`src/rtl/uart_pkg.sv`:
```
// Shared definitions for the uart_loopback transmit and receive paths:
// state encoding, parity mode codes, default clocking and bit-period derivation.
package uart_pkg;

  localparam int DEF_CLK_FREQ_HZ = 25_000_000;
  localparam int DEF_BAUD        = 9600;

  localparam int PAR_NONE = 0;
  localparam int PAR_ODD  = 1;
  localparam int PAR_EVEN = 2;

  typedef enum logic [2:0] {
    ST_IDLE  = 3'd0,
    ST_START = 3'd1,
    ST_DATA  = 3'd2,
    ST_PAR   = 3'd3,
    ST_STOP  = 3'd4
  } uart_state_e;

  function automatic int calc_bps_para(input int clk_freq_hz, input int baud);
    return clk_freq_hz / baud;
  endfunction

  // Odd parity makes the total count of ones (data plus parity) odd.
  function automatic logic parity_bit(input logic [7:0] data, input int mode);
    return (mode == PAR_EVEN) ? (^data) : (~^data);
  endfunction

endpackage

```
`src/rtl/uart_bit_timer.sv`:
```
// Bit-period counter: counts 0..BPS_PARA-1 while enabled and flags the last
// cycle of each period. The receiver reuses it for mid-bit sampling.
module uart_bit_timer #(
  parameter int BPS_PARA = 2
) (
  input  logic clk,
  input  logic rst,
  input  logic en,
  input  logic clr,
  output logic tick
);

  localparam int            CW   = (BPS_PARA > 1) ? $clog2(BPS_PARA) : 1;
  localparam logic [CW-1:0] LAST = CW'(BPS_PARA - 1);

  logic [CW-1:0] cnt_q;
  logic [CW-1:0] cnt_d;

  always_comb begin
    cnt_d = cnt_q;
    if (clr) begin
      cnt_d = '0;
    end else if (en) begin
      cnt_d = (cnt_q == LAST) ? '0 : (cnt_q + CW'(1'b1));
    end else begin
      cnt_d = cnt_q;
    end
  end

  always_ff @(posedge clk or posedge rst) begin
    if (rst) begin
      cnt_q <= '0;
    end else begin
      cnt_q <= cnt_d;
    end
  end

  assign tick = (cnt_q == LAST);

endmodule

```
`src/rtl/uart_tx.sv`:
```
// UART transmitter: takes a byte on a valid/ready handshake and sends it LSB
// first as 8N1/8E1/8O1 with one or two stop bits, timed by an internal counter.
module uart_tx
  import uart_pkg::*;
#(
  parameter int CLK_FREQ_HZ = DEF_CLK_FREQ_HZ,
  parameter int BAUD        = DEF_BAUD,
  parameter int PARITY      = PAR_NONE,
  parameter int STOP_BITS   = 1
) (
  input  logic       clk,
  input  logic       rst,
  input  logic [7:0] tx_data,
  input  logic       tx_valid,
  output logic       tx_ready,
  output logic       txd,
  output logic       tx_busy,
  output logic       tx_done
);

  localparam int   BPS_PARA  = calc_bps_para(CLK_FREQ_HZ, BAUD);
  localparam logic LAST_STOP = (STOP_BITS == 2) ? 1'b1 : 1'b0;

  if (PARITY < 0 || PARITY > 2) begin : g_bad_parity
    $error("uart_tx: PARITY must be 0 (none), 1 (odd) or 2 (even)");
  end
  if (STOP_BITS != 1 && STOP_BITS != 2) begin : g_bad_stop
    $error("uart_tx: STOP_BITS must be 1 or 2");
  end
  if (BPS_PARA < 2) begin : g_bad_bps
    $error("uart_tx: CLK_FREQ_HZ/BAUD must be at least 2");
  end

  uart_state_e state_q, state_d;
  logic [7:0]  shift_q, shift_d;
  logic [7:0]  data_q, data_d;
  logic [2:0]  bit_idx_q, bit_idx_d;
  logic        stop_idx_q, stop_idx_d;
  logic        txd_q, txd_d;
  logic        ready_q, ready_d;
  logic        busy_q, busy_d;
  logic        done_q, done_d;
  logic        tick;

  uart_bit_timer #(
    .BPS_PARA(BPS_PARA)
  ) u_bit_timer (
    .clk (clk),
    .rst (rst),
    .en  (state_q != ST_IDLE),
    .clr (state_q == ST_IDLE),
    .tick(tick)
  );

  // txd is computed one cycle ahead so the line is always driven from a flop.
  always_comb begin
    state_d    = state_q;
    shift_d    = shift_q;
    data_d     = data_q;
    bit_idx_d  = bit_idx_q;
    stop_idx_d = stop_idx_q;
    txd_d      = txd_q;
    done_d     = 1'b0;
    case (state_q)
      ST_IDLE: begin
        if (tx_valid && ready_q) begin
          state_d    = ST_START;
          shift_d    = tx_data;
          data_d     = tx_data;
          bit_idx_d  = 3'd0;
          stop_idx_d = 1'b0;
          txd_d      = 1'b0;
        end else begin
          txd_d = 1'b1;
        end
      end
      ST_START: begin
        if (tick) begin
          state_d = ST_DATA;
          txd_d   = shift_q[0];
        end else begin
          txd_d = 1'b0;
        end
      end
      ST_DATA: begin
        if (tick) begin
          shift_d   = {1'b0, shift_q[7:1]};
          bit_idx_d = bit_idx_q + 3'd1;
          if (bit_idx_q != 3'd7) begin
            txd_d = shift_q[1];
          end else if (PARITY != PAR_NONE) begin
            state_d = ST_PAR;
            txd_d   = parity_bit(data_q, PARITY);
          end else begin
            state_d = ST_STOP;
            txd_d   = 1'b1;
          end
        end else begin
          txd_d = txd_q;
        end
      end
      ST_PAR: begin
        if (tick) begin
          state_d = ST_STOP;
          txd_d   = 1'b1;
        end else begin
          txd_d = txd_q;
        end
      end
      ST_STOP: begin
        txd_d = 1'b1;
        if (tick && (stop_idx_q == LAST_STOP)) begin
          state_d = ST_IDLE;
          done_d  = 1'b1;
        end else if (tick) begin
          stop_idx_d = 1'b1;
        end else begin
          stop_idx_d = stop_idx_q;
        end
      end
      default: begin
        state_d = ST_IDLE;
        txd_d   = 1'b1;
      end
    endcase
    ready_d = (state_d == ST_IDLE);
    busy_d  = (state_d != ST_IDLE);
  end

  always_ff @(posedge clk or posedge rst) begin
    if (rst) begin
      state_q    <= ST_IDLE;
      shift_q    <= 8'h00;
      data_q     <= 8'h00;
      bit_idx_q  <= 3'd0;
      stop_idx_q <= 1'b0;
      txd_q      <= 1'b1;
      ready_q    <= 1'b1;
      busy_q     <= 1'b0;
      done_q     <= 1'b0;
    end else begin
      state_q    <= state_d;
      shift_q    <= shift_d;
      data_q     <= data_d;
      bit_idx_q  <= bit_idx_d;
      stop_idx_q <= stop_idx_d;
      txd_q      <= txd_d;
      ready_q    <= ready_d;
      busy_q     <= busy_d;
      done_q     <= done_d;
    end
  end

  assign txd      = txd_q;
  assign tx_ready = ready_q;
  assign tx_busy  = busy_q;
  assign tx_done  = done_q;

endmodule

```
`config.mk`:
```
export PLATFORM = sky130hd
export DESIGN_NAME = uart_tx
export DESIGN_NICKNAME = d
export VERILOG_FILES = /design/src/rtl/uart_pkg.sv /design/src/rtl/uart_bit_timer.sv /design/src/rtl/uart_tx.sv
export SDC_FILE = /design/constraint.sdc
export NUM_CORES = 1
export LEC_CHECK = 0
export BUFFER_PORTS_ARGS = -buffer_cell sky130_fd_sc_hd__buf_4
export CORE_MARGIN = 3
export CORE_UTILIZATION = 45
export CTS_BUF_LIST = sky130_fd_sc_hd__clkbuf_4 sky130_fd_sc_hd__clkbuf_8 sky130_fd_sc_hd__clkbuf_16
export DETAILED_ROUTE_END_ITERATION = 10
export GPL_TIMING_DRIVEN = 1
export PLACE_DENSITY = 0.63
export SYNTH_ARGS = -nofsm -noshare
export SYNTH_HDL_FRONTEND = slang
export SYNTH_SLANG_ARGS = --single-unit
```
`constraint.sdc`:
```
create_clock -name clk -period 2.4 [get_ports clk]
set_input_delay 0.48 -clock clk [delete_from_list [all_inputs] [get_ports clk]]
set_output_delay 0.48 -clock clk [all_outputs]
set_load 0.05 [all_outputs]
```
==> impl_metrics.toml, run 1 <==
[logic_synthesis]
synth_top_area_cell = "dfrtp_1"
synthArstFlopShare_pct = 100
synth_cell_types = 40
postSynthCellCount = 140
syn_area_um2 = 1590
synth_top_area_share_pct = 45.8
synth_edf_count = 0
ys_seq_elements = 31
synth_warnings = 0
seq_area_frac_synth_pct = 49.1
synth_area_leaders = "dfrtp_1, mux2_1, mux2_2"
synthFlopType = "dfrtp_1"
syn_nets = 154
syn_area_per_cell_um2 = 11.3

[finish]
final_common_cell = "dfrtp_1"
finalCoreUtilization_pct = 55.9
drive_gt1_share_pct = 27.0
nets = 172
final_cell_area_um2 = 1790
area_growth_pct = 12.9
layout_common_cells = "dfrtp_1, nor2_1, buf_4"
antenna_cells = 0

[floorplanning]
die_h_um = 65.4
dieArea_um2 = 4270
coreArea_um2 = 3200
placementRows = 20
initial_core_util_pct = 49.5
ioPinCount = 15
die_w_um = 65.4

[global_routing]
grt_overflow = 0
globalRouteMet2Util_pct = 24.5
grt_pass1_wl_mm = 4.89
grt.total_usage_pct = 15.2
grt.busiest_layer = "met2"
met1_usage_pct = 18.8
antenna_found_initial = 0
gr-usage-met3_pct = 4.27
grt_pass1_vias = 1109
grt_max_degree = 32

[critical_path]
crit_path_end_kind = "flop"
cp_max_fo = 6
critPathKind = "reg -> reg"
cp.required_ns = 2.65
arrival_ns = 2.03
startpoint_type = "flop"

[clock_tree]
htree_levels = 2
cts_sinks = 31
cts_tree = "yes"
cts.reportedPaths.clkPinSlew_ns = 0.10
clk_latency_ns = 0.34
cts_setup_buffers = 0
cts_hold_buf = 0
cts_resized = 0
cts_made_buffers = 5
clockBufferDepth = 2
ctsRootBufferMaster = "clkbuf_4"

[route]
final_antenna_net_count = 0
via_count = 1070
drc_errors = 0
vias_per_cell = 5.27
avgRoutedWirePerCell_um = 13.5
dr.pass1.iters = 4
routed_wirelength_mm = 2.75
drt_iter0_drc = 61

[place]
placed_area_um2 = 1700
hpwl_mm = 1.99
gp_congestion = 0.811
io_buffers = 14

[pwr]
power_density_nw_per_um2 = 553
p_switching_mw = 0.198
p_sw_share_pct = 20.0
clkPwrFrac_pct = 42.8
p_int_mw = 0.793
vdd_drop_max_uv = 270
p_leak_nw = 0.773
power_frac_comb_pct = 3.6
seqPwrFrac_pct = 53.6

[timing]
rsz0062_at_grt = "no"
setup_violations = 0
max-slew-margin-rel_pct = 74.1
maxSlewViolCount = 0
timing.final.crit_share_pct = 74.4
max_freq_ghz = 0.560
skew_ns = 0.00987
min_period_ns = 1.78
tns_ns = 0
tightest_slew_ns = 0.389
hold_violations = 0

[run]
cap_viol_max_count = 0

[min_path]
hold_class = "in -> async"

[status]
status = "finished clean"
## final cells by class
cell class                      count  area (um^2)
Fill cell                         294         1410
Sequential cell                    31          778
Multi-Input combinational cell    100          736
Timing Repair Buffer               16          120
Tap cell                           44         55.1
Clock buffer                        6         51.3
Clock inverter                      2         35.0
Inverter                            4         15.0
## metal layers
metal	share of wire (%)	vias up
met5	0	-
met4	2.1	0
met3	4.4	7
met2	49	23
met1	44	512
li1	-	528
## worst max-delay path, stage by stage, from the launching register on
cell and delay [ns]:
dfrtp_1 0.42, ha_1 0.29, and4b_4 0.31, and3_1 0.33
nand2_2 0.09, a221oi_2 0.26
## Yosys cell counts, types with 2 or more instances
library cell and count:
dfrtp_1 29, nor2_1 16, nand2_1 12, nand3_1 10
mux2_1 7, mux2_2 7, xnor2_1 5, xor2_1 5
inv_1 4, nor3_1 4, o21ai_0 4, buf_6 3
ha_1 3, nand4_1 3, and3_1 2, dfstp_2 2
## cells by family (layout without fill, tap and decap cells)
kind of cell               after synthesis  after routing  share of synthesized area, %
muxes                                   14             14                          9.95
adders and majority gates                3              3                          2.37
DFF                                     31             31                          49.1
AOI/OAI and AO/OA                       12             12                          5.37
and+or+nand+nor                         61             61                          23.2
buffers and inverters                    9             28                          4.50
xor gates and xnor gates                10             10                          5.52
## final timing paths
path	slack, ns	start	end	cells after the start
worst max-delay path	0.62	u_bit_timer.cnt_q[0]$_DFF_PP0_	state_q[1]$_DFF_PP0_	5
worst min-delay path	0.21	rst	shift_q[3]$_DFFE_PP0P_	3
worst max register to register	0.62	u_bit_timer.cnt_q[0]$_DFF_PP0_	state_q[1]$_DFF_PP0_	5
worst min register to register	0.47	stop_idx_q$_DFFE_PP0P_	tx_done$_DFF_PP0_	1
max in group asynchronous	1.86	rst	txd$_DFFE_PP1P_	3
min in group clk	0.40	tx_data[7]	shift_q[7]$_DFFE_PP0P_	3
## power by group through the flow
stage / sequential, mW / clock (mW) / combinational (mW)
after floorplan: 0.540 / 0 / 0.0179
after global placement: 0.541 / 0 / 0.0349
after detailed placement: 0.542 / 0 / 0.0366
after CTS: 0.531 / 0.442 / 0.0367
after global routing: 0.532 / 0.466 / 0.0402
final: 0.531 / 0.424 / 0.0353
## per-stage QoR
| step | hold WS, ns | worst slack [ns] | power [mW] | instances |
|---|---|---|---|---|
| 6_report | 0.206 | 0.615 | 0.991 | 203 |
| 3_3_place_gp | 0.445 | 0.678 | 0.576 | 195 |
| 2_1_floorplan | 0.423 | 0.765 | 0.558 | 140 |
| 4_1_cts | 0.206 | 0.593 | 1.01 | 203 |
| 3_5_place_dp | 0.446 | 0.618 | 0.578 | 195 |
| 5_1_grt | 0.235 | 0.467 | 1.04 | 203 |
## registers in the layout, summed over array words and instances, names as in the netlist
| name | flops |
|---|---|
| bit_idx_q | 3 |
| shift_q | 8 |
| state_q | 3 |
| stop_idx_q | 1 |
| tx_busy | 1 |
| tx_done | 1 |
| tx_ready | 1 |
| txd | 1 |
| u_bit_timer.cnt_q | 12 |
(Power assumes the default switching activity.)
==> run 2, diff against run 1 <==
- clock period: 2.4 -> 1.8 ns (I/O delays scaled with it)
==> run 2 against run 1 <==
Effect of this change: register-to-register slack worse by 0.48 ns; non-clock buffer count up 2; global-route usage about the same; hold slack worse by 0.11 ns; critical path type unchanged.
==> impl_metrics.toml, run 2 (same netlist as run 1, synthesis figures left out) <==
[status]
status = "finished clean"

[route]
drt_iter0_drc = 61
routed_wirelength_mm = 2.82
wl_met3_um = 83
drc_errors = 0
wl_met1_mm = 1.28
via_count = 1064
top_layer = "met4"
dr.pass1.iters = 4
wl_met2_mm = 1.38
final_antenna_net_count = 0
vias_per_cell = 5.19
avgRoutedWirePerCell_um = 13.7

[timing]
maxSlewViolCount = 0
hold_violations = 0
min_period_ns = 1.67
rsz0062_at_grt = "no"
max_freq_ghz = 0.600
tns_ns = 0
setup_violations = 0
skew_ns = 0.00849
timing.final.crit_share_pct = 92.5
max-slew-margin-rel_pct = 74.2
tightest_slew_ns = 0.387

[finish]
drive_gt1_share_pct = 28.6
layout_common_cells = "dfrtp_1, buf_4, nor2_1"
antenna_cells = 0
top_register = "u_bit_timer.cnt_q"
reg_top3 = "u_bit_timer.cnt_q: 12 flops, shift_q: 8 flops"
fin_cells = 205
final_common_cell = "dfrtp_1"
fill_cells = 305
largest_register_ffs = 12
nets = 174
area_growth_pct = 12.3

[clock_tree]
ctsRootBufferMaster = "clkbuf_4"
clk_latency_ns = 0.33
htree_levels = 2
cts_setup_buffers = 0
cts.reportedPaths.clkPinSlew_ns = 0.09
cts_hold_buf = 0
cts_tree = "yes"
clockBufferDepth = 2
cts_resized = 0
cts_made_buffers = 5
cts_sinks = 31

[critical_path]
rr_worst_depth = 5
crit_path_end_kind = "flop"
critPathCapture = "shift_q[1]$_DFFE_PP0P_"
critical-path-slowest-cell = "dfrtp_1"
cp_cell_sequence = "nor3b_2, buf_4, nand4_4, nand2_4, mux2_1"
r2r-start = "state_q[2]$_DFF_PP0_"
startpoint_type = "flop"
ff2ff_setup_slack_ns = 0.13
cp.required_ns = 2.02
startpoint = "state_q[2]$_DFF_PP0_"
arrival_ns = 1.88
reg2reg_to = "shift_q[1]$_DFFE_PP0P_"
critPathKind = "reg -> reg"
cp_max_fo = 10
cp_slowest_stage_delay_ns = 0.48

[place]
dp_cells = 197
hpwl_mm = 2.01
gp_congestion = 0.757
io_buffers = 14

[floorplanning]
die_h_um = 65.4
die_w_um = 65.4
placementRows = 20
initial_core_util_pct = 49.5
dieArea_um2 = 4270
coreArea_um2 = 3200
ioPinCount = 15

[global_routing]
grt_pass1_vias = 1022
grt.total_usage_pct = 15.2
grt_overflow = 0
antenna_found_initial = 0
grt_max_degree = 32
grt_pass1_wl_mm = 4.78

[run]
cap_viol_max_count = 0

[pwr]
power_density_nw_per_um2 = 662
vdd_drop_max_uv = 321
p_leak_nw = 0.771

[min_path]
hold_class = "in -> async"
## run 2: worst min path at each step
stage	startpoint	to	slack (ns)	cells after the start
after global placement	rst	u_bit_timer.cnt_q[11]$_DFF_PP0_	0.46	3
after detailed placement	stop_idx_q$_DFFE_PP0P_	tx_done$_DFF_PP0_	0.46	1
after floorplan	stop_idx_q$_DFFE_PP0P_	tx_done$_DFF_PP0_	0.42	1
final	rst	shift_q[3]$_DFFE_PP0P_	0.1	3
after CTS	rst	shift_q[3]$_DFFE_PP0P_	0.09	3
after global routing	rst	shift_q[3]$_DFFE_PP0P_	0.13	3
## run 2: report_power, final
part / internal, mW / switching (mW)
combinational: 0.0256 / 0.0209
sequential: 0.704 / 0.00382
clock: 0.201 / 0.224
total: 0.930 / 0.248
## run 2: metal layers
metal / global-route usage (%) / vias to the layer above
met4: 8.55 / 0
met5: 0 / -
li1: - / 533
met1: 19.7 / 511
met2: 22.8 / 14
met3: 4.10 / 6
## run 2: layout make-up
class	instances	area, um^2	area share, %
Tap cell	44	55.1	3.09
Timing Repair Buffer	18	135	7.59
Inverter	4	15.0	0.843
Clock buffer	8	60.1	3.37
Sequential cell	31	778	43.7
Multi-Input combinational cell	100	737	41.4
## run 2: through the flow
stage / instance area (um^2) / utilization, % / setup slack, ns / power (mW) / hold slack, ns
2_1_floorplan: 1590 / - / 0.165 / 0.744 / 0.423
3_3_place_gp: 1720 / 53.7 / 0.171 / 0.768 / 0.463
3_5_place_dp: 1720 / 53.7 / 0.112 / 0.770 / 0.457
4_1_cts: 1780 / 55.5 / 0.0935 / 1.20 / 0.0939
5_1_grt: 1780 / 55.6 / 0.0667 / 1.24 / 0.125
6_report: 1780 / 55.6 / 0.135 / 1.18 / 0.0971
## run 2: critical path, delay by kind of cell (launching register included)
family	cells	cell delay, ns
simple gates	3	0.52
buf+inv	1	0.21
flops	1	0.48
mux	1	0.34
==> run 3, diff against run 2 <==
- CTS_BUF_LIST: sky130_fd_sc_hd__clkbuf_4 sky130_fd_sc_hd__clkbuf_8 sky130_fd_sc_hd__clkbuf_16 -> sky130_fd_sc_hd__clkbuf_8
- clock period: 1.8 -> 2.1 ns (I/O delays scaled with it)
==> run 3 against run 2 <==
Effect of this change: fmax down 8.9%; count of clock-buffer cells in the layout fell by 1; worst setup slack improved by 0.14 ns; final cell count decreased by 0.49%; die area is the same; critical path type unchanged; critical endpoint is now state_q[1]$_DFF_PP0_; largest power group unchanged.
==> impl_metrics.toml, run 3 (same netlist as run 1, synthesis figures left out) <==
[clock_tree]
cts.reportedPaths.clkPinSlew_ns = 0.07
cts_hold_buf = 0
htree_levels = 2
clk_latency_ns = 0.28
cts_resized = 0
cts_setup_buffers = 0
ctsRootBufferMaster = "clkbuf_8"
clockBufferDepth = 2
cts_tree = "yes"
cts_made_buffers = 5
cts_sinks = 31

[place]
hpwl_mm = 2.02
io_buffers = 14
gp_congestion = 0.781

[floorplanning]
ioPinCount = 15
die_w_um = 65.4
placementRows = 20
initial_core_util_pct = 49.5
dieArea_um2 = 4270
die_h_um = 65.4
coreArea_um2 = 3200

[route]
drc_errors = 0
final_antenna_net_count = 0
via_count = 1073
avgRoutedWirePerCell_um = 13.5
routed_wirelength_mm = 2.76
drt_iter0_drc = 111
dr.pass1.iters = 4
vias_per_cell = 5.26

[timing]
setup_violations = 0
max-slew-margin-rel_pct = 73.9
tns_ns = 0
rsz0062_at_grt = "no"
maxSlewViolCount = 0
tightest_slew_ns = 0.391
skew_ns = 0.00596
hold_violations = 0
hold_ws_ns = 0.220
max_freq_ghz = 0.547
min_period_ns = 1.83
timing.final.crit_share_pct = 87.1

[critical_path]
critPathKind = "reg -> reg"
cp_cell_sequence = "ha_1, and4b_4, and3_1, nand2_2, a221oi_2"
reg2reg_to = "state_q[1]$_DFF_PP0_"
startpoint_type = "flop"
ff2ff_setup_slack_ns = 0.27
cp_slowest_stage_delay_ns = 0.41
r2r-start = "u_bit_timer.cnt_q[0]$_DFF_PP0_"
critical-path-slowest-cell = "dfrtp_1"
cp.required_ns = 2.29
rr_worst_depth = 5
cp_max_fo = 6
arrival_ns = 2.02
crit_path_end_kind = "flop"

[pwr]
power_density_nw_per_um2 = 640
p_leak_nw = 0.779
vdd_drop_max_uv = 440

[finish]
layout_common_cells = "dfrtp_1, buf_4, nor2_1"
reg_top3 = "u_bit_timer.cnt_q: 12 flops, shift_q: 8 flops"
nets = 173
area_growth_pct = 14.5
top_register = "u_bit_timer.cnt_q"
final_common_cell = "dfrtp_1"
antenna_cells = 0
fill_cells = 309
drive_gt1_share_pct = 27.5
largest_register_ffs = 12

[global_routing]
grt_overflow = 0
grt.total_usage_pct = 15.6
grt_pass1_vias = 1079
antenna_found_initial = 0
grt_pass1_wl_mm = 4.94
grt_max_degree = 32

[status]
status = "finished clean"

[min_path]
hold_class = "in -> async"

[run]
cap_viol_max_count = 0
## run 3: how the worst max path moves through the flow
| stage | from | endpoint | slack (ns) | depth (start not counted) |
|---|---|---|---|---|
| after floorplan | u_bit_timer.cnt_q[0]$_DFF_PP0_ | shift_q[0]$_DFFE_PP0P_ | 0.47 | 5 |
| after global placement | u_bit_timer.cnt_q[0]$_DFF_PP0_ | state_q[1]$_DFF_PP0_ | 0.37 | 5 |
| after detailed placement | u_bit_timer.cnt_q[0]$_DFF_PP0_ | state_q[1]$_DFF_PP0_ | 0.27 | 5 |
| after CTS | u_bit_timer.cnt_q[0]$_DFF_PP0_ | state_q[1]$_DFF_PP0_ | 0.26 | 5 |
| after global routing | u_bit_timer.cnt_q[0]$_DFF_PP0_ | state_q[1]$_DFF_PP0_ | 0.14 | 5 |
| final | u_bit_timer.cnt_q[0]$_DFF_PP0_ | state_q[1]$_DFF_PP0_ | 0.27 | 5 |
## run 3: worst max-delay path, delay by kind of cell (launching register included)
kind / cells / cell delay, ns
adders and majority gates: 1 / 0.30
AOI/OAI and AO/OA: 1 / 0.27
and+or+nand+nor: 3 / 0.76
DFF: 1 / 0.41
## run 3: final cells by class
class | instances | area, um^2 | share of cell area [%]
clock inverter | 1 | 7.51 | 0.414
clock buffer | 7 | 96.3 | 5.31
timing repair buffer | 17 | 128 | 7.03
inverter | 4 | 15.0 | 0.827
multi-input combinational | 100 | 736 | 40.5
sequential | 31 | 778 | 42.9
tap | 44 | 55.1 | 3.03
## run 3: power by group
part | internal (mW) | total, mW | switching (mW)
sequential | 0.604 | 0.608 | 0.00345
combinational | 0.0219 | 0.0402 | 0.0183
clock | 0.298 | 0.513 | 0.216
total | 0.924 | 1.16 | 0.238
## run 3: metrics by stage
step / setup slack (ns) / util, % / area, um^2 / instances / total power [mW]
6_report: 0.271 / 56.7 / 1820 / 204 / 1.16
5_1_grt: 0.141 / 56.7 / 1820 / 204 / 1.22
4_1_cts: 0.256 / 56.7 / 1820 / 204 / 1.18
3_5_place_dp: 0.269 / 53.4 / 1710 / 196 / 0.660
3_3_place_gp: 0.369 / 53.4 / 1710 / 196 / 0.658
2_1_floorplan: 0.465 / - / 1590 / 140 / 0.638
## run 3: metal layers
| layer | wire length [um] | GRT usage (%) |
|---|---|---|
| met5 | 0 | 0 |
| met4 | 53 | 5.44 |
| met3 | 111 | 6.15 |
| met2 | 1380 | 24.8 |
| met1 | 1210 | 19.1 |
